File: src/rtl/imem_loader_pkg.sv
// Shared definitions for the instruction-memory loader.
//   IMEM_DEPTH : default number of 32-bit words in IMEM
//   IMEM_AW    : IMEM word-address width
//   IMEM_HALT  : halt instruction (beq x0,x0,0) used to fill unused IMEM
//   ld_state_t : loader FSM state encoding
package imem_loader_pkg;
  localparam int          IMEM_DEPTH = 128;
  localparam int          IMEM_AW    = 7;
  localparam logic [31:0] IMEM_HALT  = 32'h0000_0063;

  typedef enum logic [2:0] {
    S_IDLE, S_LEN0, S_LEN1, S_DATA, S_WRITE, S_FILL, S_DONE, S_ERR
  } ld_state_t;
endpackage

File: src/rtl/imem_loader_if.sv
// Byte-stream in / IMEM write port out bundle for the loader.
//   rx_valid, rx_data : byte stream from the serial receiver
//   rx_ready          : loader takes the byte when rx_valid && rx_ready
//   imem_we/waddr/wdata : IMEM write port
// master = stream source / IMEM side, slave = loader.
interface imem_loader_if import imem_loader_pkg::*; #(parameter int AW = IMEM_AW);
  logic          rx_valid;
  logic [7:0]    rx_data;
  logic          rx_ready;
  logic          imem_we;
  logic [AW-1:0] imem_waddr;
  logic [31:0]   imem_wdata;

  modport master (output rx_valid, rx_data,
                  input  rx_ready, imem_we, imem_waddr, imem_wdata);
  modport slave  (input  rx_valid, rx_data,
                  output rx_ready, imem_we, imem_waddr, imem_wdata);
endinterface

File: src/rtl/imem_word_asm.sv
// Little-endian 4-byte word assembler.
//   clk, rst_n  : clock, async active-low reset
//   clear       : zero the word and byte counter (start of a new load)
//   load        : take byte_in into lane byte_cnt
//   byte_in     : incoming byte
//   word        : assembled word (byte k in bits 8k+7:8k)
//   last        : comb, this load completes the word
//   word_valid  : registered, high the cycle after the 4th byte is taken
module imem_word_asm (
  input  logic        clk,
  input  logic        rst_n,
  input  logic        clear,
  input  logic        load,
  input  logic [7:0]  byte_in,
  output logic [31:0] word,
  output logic        last,
  output logic        word_valid
);
  logic [1:0] byte_cnt;

  assign last = load && (byte_cnt == 2'd3);

  always_ff @(posedge clk or negedge rst_n) begin
    if (!rst_n) begin
      word       <= '0;
      byte_cnt   <= '0;
      word_valid <= 1'b0;
    end else if (clear) begin
      word       <= '0;
      byte_cnt   <= '0;
      word_valid <= 1'b0;
    end else begin
      word_valid <= last;
      if (load) begin
        word[{byte_cnt, 3'b000} +: 8] <= byte_in;
        byte_cnt <= byte_cnt + 2'd1;  // wraps to 0 after the 4th byte
      end
    end
  end
endmodule

File: src/rtl/imem_loader.sv
// Program loader: receives a 16-bit little-endian word count followed by
// count*4 bytes, writes the words to IMEM from address 0, then fills the
// rest of IMEM with HALT_INSTR. CPU is held while loading and on error.
//   clk, rst_n : clock, async active-low reset
//   start      : load request pulse (honoured in IDLE/DONE/ERR only)
//   cpu_hold   : CPU held in reset/stall
//   busy       : load in progress
//   done       : load finished
//   error      : bad word count (0 or larger than DEPTH)
//   bus        : byte stream in, IMEM write port out
module imem_loader import imem_loader_pkg::*; #(
  parameter int          DEPTH      = IMEM_DEPTH,
  parameter logic [31:0] HALT_INSTR = IMEM_HALT
) (
  input  logic clk,
  input  logic rst_n,
  input  logic start,
  output logic cpu_hold,
  output logic busy,
  output logic done,
  output logic error,
  imem_loader_if.slave bus
);
  localparam int            AW        = IMEM_AW;
  localparam logic [AW-1:0] LAST_ADDR = AW'(DEPTH - 1);
  localparam logic [15:0]   DEPTH16   = 16'(DEPTH);

  ld_state_t     state, state_nxt;
  logic [15:0]   count;
  logic [AW-1:0] waddr;
  logic [31:0]   asm_word;
  logic          asm_last, asm_valid;

  logic        idle_like, hs, start_ok, last_word, fill_empty;
  logic [15:0] len_full;

  assign idle_like  = (state == S_IDLE) || (state == S_DONE) || (state == S_ERR);
  assign start_ok   = start && idle_like;
  assign hs         = bus.rx_valid && bus.rx_ready;
  assign len_full   = {bus.rx_data, count[7:0]};  // count as it will be after LEN1
  assign last_word  = (16'(waddr) + 16'd1) == count;
  // Full-depth program: nothing left to fill.
  assign fill_empty = (count == DEPTH16);

  imem_word_asm u_asm (
    .clk        (clk),
    .rst_n      (rst_n),
    .clear      (start_ok),
    .load       (hs && (state == S_DATA)),
    .byte_in    (bus.rx_data),
    .word       (asm_word),
    .last       (asm_last),
    .word_valid (asm_valid)
  );

  // State register
  always_ff @(posedge clk or negedge rst_n) begin
    if (!rst_n) state <= S_IDLE;
    else        state <= state_nxt;
  end

  // Next state
  always_comb begin
    state_nxt = state;
    unique case (state)
      S_IDLE, S_DONE, S_ERR: if (start) state_nxt = S_LEN0;
      S_LEN0:  if (hs) state_nxt = S_LEN1;
      S_LEN1:  if (hs) state_nxt = ((len_full == 16'd0) || (len_full > DEPTH16)) ? S_ERR : S_DATA;
      S_DATA:  if (asm_last) state_nxt = S_WRITE;
      S_WRITE: state_nxt = last_word ? S_FILL : S_DATA;
      S_FILL:  if (fill_empty || (waddr == LAST_ADDR)) state_nxt = S_DONE;
      default: state_nxt = S_IDLE;
    endcase
  end

  // Word count and write address. The address saturates at LAST_ADDR so
  // a full-depth load never wraps back to 0.
  always_ff @(posedge clk or negedge rst_n) begin
    if (!rst_n) begin
      count <= '0;
      waddr <= '0;
    end else if (start_ok) begin
      count <= '0;
      waddr <= '0;
    end else begin
      if (state == S_LEN0 && hs) count[7:0]  <= bus.rx_data;
      if (state == S_LEN1 && hs) count[15:8] <= bus.rx_data;
      if (((state == S_WRITE) || (state == S_FILL && !fill_empty)) && (waddr != LAST_ADDR))
        waddr <= waddr + 1'b1;
    end
  end

  // Outputs
  always_comb begin
    bus.rx_ready   = (state == S_LEN0) || (state == S_LEN1) || (state == S_DATA);
    bus.imem_we    = ((state == S_WRITE) && asm_valid) || ((state == S_FILL) && !fill_empty);
    bus.imem_waddr = waddr;
    bus.imem_wdata = (state == S_FILL) ? HALT_INSTR : asm_word;
    cpu_hold       = !((state == S_IDLE) || (state == S_DONE));
    busy           = !idle_like;
    done           = (state == S_DONE);
    error          = (state == S_ERR);
  end
endmodule

File: src/flat_wrapper.sv
// flat-port wrapper written by rule: the top's interface ports become plain ports
module imem_loader_flat import imem_loader_pkg::*;
#(
  parameter int          DEPTH      = IMEM_DEPTH,
  parameter logic [31:0] HALT_INSTR = IMEM_HALT
)
  (clk, rst_n, start, cpu_hold, busy, done, error, bus_rx_valid, bus_rx_data, bus_rx_ready, bus_imem_we, bus_imem_waddr, bus_imem_wdata);
  imem_loader_if bus_i ();
  input  logic clk;
  input  logic rst_n;
  input  logic start;
  output logic cpu_hold;
  output logic busy;
  output logic done;
  output logic error;
  input wire logic [$bits(bus_i.rx_valid)-1:0] bus_rx_valid;
  input wire logic [$bits(bus_i.rx_data)-1:0] bus_rx_data;
  output wire logic [$bits(bus_i.rx_ready)-1:0] bus_rx_ready;
  output wire logic [$bits(bus_i.imem_we)-1:0] bus_imem_we;
  output wire logic [$bits(bus_i.imem_waddr)-1:0] bus_imem_waddr;
  output wire logic [$bits(bus_i.imem_wdata)-1:0] bus_imem_wdata;
  assign bus_i.rx_valid = bus_rx_valid;
  assign bus_i.rx_data = bus_rx_data;
  assign bus_rx_ready = bus_i.rx_ready;
  assign bus_imem_we = bus_i.imem_we;
  assign bus_imem_waddr = bus_i.imem_waddr;
  assign bus_imem_wdata = bus_i.imem_wdata;
  imem_loader #(.DEPTH(DEPTH), .HALT_INSTR(HALT_INSTR)) u_core (.clk(clk), .rst_n(rst_n), .start(start), .cpu_hold(cpu_hold), .busy(busy), .done(done), .error(error), .bus(bus_i));
endmodule
File: config.mk
export PLATFORM = sky130hd
export DESIGN_NAME = imem_loader_flat
export DESIGN_NICKNAME = d
export VERILOG_FILES = /design/src/rtl/imem_loader_pkg.sv /design/src/rtl/imem_loader_if.sv /design/src/rtl/imem_word_asm.sv /design/src/rtl/imem_loader.sv /design/src/flat_wrapper.sv
export SDC_FILE = /design/constraint.sdc
export NUM_CORES = 1
export LEC_CHECK = 0
export BUFFER_PORTS_ARGS = -buffer_cell sky130_fd_sc_hd__buf_2
export CAP_MARGIN = 10
export CELL_PAD_IN_SITES_DETAIL_PLACEMENT = 1
export CELL_PAD_IN_SITES_GLOBAL_PLACEMENT = 1
export CORE_ASPECT_RATIO = 2
export CORE_MARGIN = 1
export CORE_UTILIZATION = 35
export CTS_BUF_LIST = sky130_fd_sc_hd__clkbuf_4
export CTS_CLUSTER_SIZE = 30
export DETAILED_ROUTE_END_ITERATION = 8
export PLACE_DENSITY = 0.74
export SETUP_SLACK_MARGIN = 0.3
export SYNTH_ARGS = -nofsm -noshare
export SYNTH_HDL_FRONTEND = slang
export SYNTH_SLANG_ARGS = --single-unit
File: constraint.sdc
create_clock -name clk -period 2.05 [get_ports clk]
set_input_delay 0.1025 -clock clk [delete_from_list [all_inputs] [get_ports clk]]
set_output_delay 0.1025 -clock clk [all_outputs]
set_load 0.05 [all_outputs]
==> metrics.md <==
| Metric | Value |
|---|---|
| Status | `finished clean` |
| Post-synthesis cell count | `323` |
| Worst EP required | `2.34 ns` |
| N_diodes | `0` |
| Hold endpoint | `u_core.count[1]$_DFFE_PN0P_` |
| Gpl congestion | `0.857` |
| Crit. End Element | `register` |
| Site Rows | `49` |
| Area of the core | `9010 µm²` |
| CTS clk-pin slew, worst paths | `0.10 ns` |
| Post-Route WL | `12.2 mm` |
| Via count | `3010` |
| CP max FO | `4` |
| Max Cap Violations | `0` |
| Top-count cell post-synth | `dfrtp_1` |
| Avg Cell Area, Syn | `10.1 µm²` |
| Largest net degree at the start of global routing | `50` |
| Psw | `3.19 mW` |
| Syn_nets | `342` |
| Global-route wire length before repair | `17.0 mm` |
| Max stage delay cell, worst path | `dfrtp_4` |
| FILL cells | `979` |
| Post-DP HPWL | `6.92 mm` |
| R2R Path Start | `u_core.bus.imem_waddr[0]$_DFFE_PN0P_` |
| Total Routing Usage GR | `23.2%` |
| Worst slack, placed | `0.0218 ns` |
| WL per Instance | `22.2 µm` |
| Clock latency on the worst-skew pair | `0.43 ns` |
| CTS H-tree lvls | `3` |
| Die ar. | `9690 µm²` |
| Clock network power share | `12.2%` |
| Top_reg_cell synth | `dfrtp_1` |
| I/O Pins | `57` |
| Initial antenna violation count | `0` |
| Logic pwr share | `62.3%` |
| Hold Path Origin | `bus_rx_data[1]` |
| Top cells by count, synth | `61 x dfrtp_1, 32 x and2_1, 32 x nand2_1` |
| Layout cells sized above 1 | `47.1%` |
| Sw Ratio | `44.5%` |
| DRT Pass-1 Iters | `4` |
| Residual DRC count | `0` |
| Synthesis-to-layout area growth | `54.3%` |
| Clock root buffer | `clkbuf_4` |
| YS warnings | `0` |
| Area post-placement | `3760 µm²` |
| Fmax | `514 MHz` |
| Power Density | `1430 nW/µm²` |
| Pint | `3.98 mW` |
| Vias in the first global route | `3124` |
| Final Hold Fails | `0` |
| Post-route ant nets | `0` |
| Fin. max-slew vios | `0` |
| Sequential cell area fraction in the yosys report | `47.0%` |
| Seq cells post-synth | `61` |
| Tightest Pin Transition | `0.373 ns` |
| Die W | `70.1 µm` |
| IO Port Bufs | `56` |
| Largest area contributor in the netlist | `dfrtp_1` |
| Pleak | `2.35 nW` |
| CP arrival | `2.24 ns` |
| R2r endpoint | `u_core.state[1]$_DFFE_PN0P_` |
| Top post-synthesis cells by area | `dfrtp_1 47%, a22o_1 7.8%, and2_1 6.2%` |
| Hold path cells | `3` |
| Setup violators final | `0` |
| Nets | `461` |
| CTS max path bufs | `2` |
| Unrepaired setup endpoints after global routing | `true` |
| Design Power | `7.17 mW` |
| Worst reg2reg path depth | `6` |
| Starting density of the core | `36.0%` |
| Ys async rst share | `100%` |
| Multi-input gate area | `1960 µm²` |
| Clock sink count | `61` |
| CP Class | `reg -> reg` |
| Peak supply drop | `0.988 mV` |
| Cell family with most CP delay | `flip-flops` |
| Die Y-Extent | `138 µm` |
| R2r setup slk | `0.10 ns` |
| Gr ovfl total | `0` |
| CTS tree | `yes` |
| Reg power frac | `25.4%` |
| Vias per std cell | `5.49` |
| Fin worst setup slack | `0.103 ns` |
| Min-delay worst type | `in -> reg` |
| TNS Setup | `0 ns` |
| Period utilization | `95.0%` |
| Iter 0 DRT Violations | `77` |
| Netlist Area Pre-Place | `3250 µm²` |
| Slowest stage delay, CP | `0.52 ns` |
| Sequential cell area | `1540 µm²` |
| Min cycle time layout | `1.95 ns` |
| Startpoint types | `register` |
| Post-synth cell types | `41` |
| Crit path buffers/inverters | `0` |
| Cts bufs inserted | `9` |
| Post-synth top area share | `47.0%` |
| Setup Skew | `0.0193 ns` |
| CP cell instances | `ha_4 -> xnor2_1 -> nand4_1 -> or3_4 -> o31ai_2 -> o311ai_1` |
| Worst rel slew slack | `75.1%` |
| Number of synthesized flops with an enable pin | `0` |
| Fin area | `5010 µm²` |
final cells by class:
class | instances | area share (%)
clock buffer | 13 | 1.95
sequential | 61 | 30.8
tap | 102 | 2.55
multi-input combinational | 240 | 39.1
clock inverter | 2 | 0.699
timing repair buffer | 124 | 24.4
inverter | 6 | 0.525
power by group through the flow:
stage               combinational, mW  sequential [mW]  clock (mW)
finish                           4.47             1.82       0.877
global route                     4.71             1.84       0.930
floorplan                        2.03             1.76           0
detailed placement               2.78             1.79           0
global placement                 2.73             1.78           0
CTS                              3.65             1.78       0.869
worst register-to-register path, stage by stage, from the launching register on:
cell and delay (ns):
dfrtp_4 0.52, ha_4 0.26, xnor2_1 0.18, nand4_1 0.13, or3_4 0.36, o31ai_2 0.22, o311ai_1 0.14
worst max path at each step:
stage	startpoint	end	slack, ns	cells after the start
global placement	u_core.count[9]$_DFFE_PN0P_	u_core.state[2]$_DFFE_PN0P_	0.08	6
floorplan	u_core.bus.imem_waddr[2]$_DFFE_PN0P_	u_core.state[1]$_DFFE_PN0P_	0.17	7
finish	u_core.bus.imem_waddr[0]$_DFFE_PN0P_	u_core.state[1]$_DFFE_PN0P_	0.10	6
global route	u_core.bus.imem_waddr[0]$_DFFE_PN0P_	u_core.state[1]$_DFFE_PN0P_	0.04	6
CTS	u_core.bus.imem_waddr[0]$_DFFE_PN0P_	u_core.state[1]$_DFFE_PN0P_	0.14	6
detailed placement	u_core.count[13]$_DFFE_PN0P_	u_core.state[1]$_DFFE_PN0P_	0.02	5
logic make-up (layout without fill, tap and decap cells):
family	Yosys count	after routing	synth area share, %
DFF	61	61	47.0
and+or+nand+nor	138	138	23.2
adders and majority gates	7	7	2.70
AOI/OAI and AO/OA	66	66	15.4
buffers and inverters	22	145	3.39
muxes	13	13	4.01
xor gates and xnor gates	16	16	4.32
layer usage:
layer	track usage (%)	up-vias	wire length, µm
met5	0	-	0
met3	4.30	40	376
li1	-	1367	-
met2	43.9	82	6900
met1	23.6	1521	4310
met4	11.4	0	587
cell usage in the layout, fill, tap and decap left out, types with 5 or more instances in the layout:
cell      count
a21oi_1      17
o21ai_0       5
buf_8        13
xor2_1        9
clkbuf_4     13
nor2_1       24
mux2i_1      11
buf_6        34
nand3_1       8
dfrtp_2      11
a22o_1       29
dfrtp_1      49
and2_1       17
and2_4       15
buf_4        47
ha_1          5
buf_2        20
nand2_1      27
sequential cells by signal, indices dropped and copies added, names as in the netlist:
name                     flops
u_core.count                16
u_core.bus.imem_waddr        7
u_core.u_asm.word           32
u_core.state                 3
u_core.u_asm.byte_cnt        2
u_core.u_asm.word_valid      1
timing repair:
action / 4_1_cts / 5_1_grt
hold buffers: 3 / 0
gates resized for setup: 111 / 63
buffers inserted: 25 / 20
gates cloned: 2 / 1
pin swaps: 22 / 26
endpoints found under the setup margin: 91 / 87
endpoints found under the hold margin: 63 / 0
through the flow:
step	instances	util [%]	hold WS, ns
after global placement	482	41.7	0.0385
after detailed placement	482	41.7	0.0362
final	548	55.6	0.0138
after global routing	548	55.6	0.0229
after CTS	527	50.6	0.00300
after floorplan	323	-	-0.193
No activity file was read; power rests on OpenSTA's default activity.
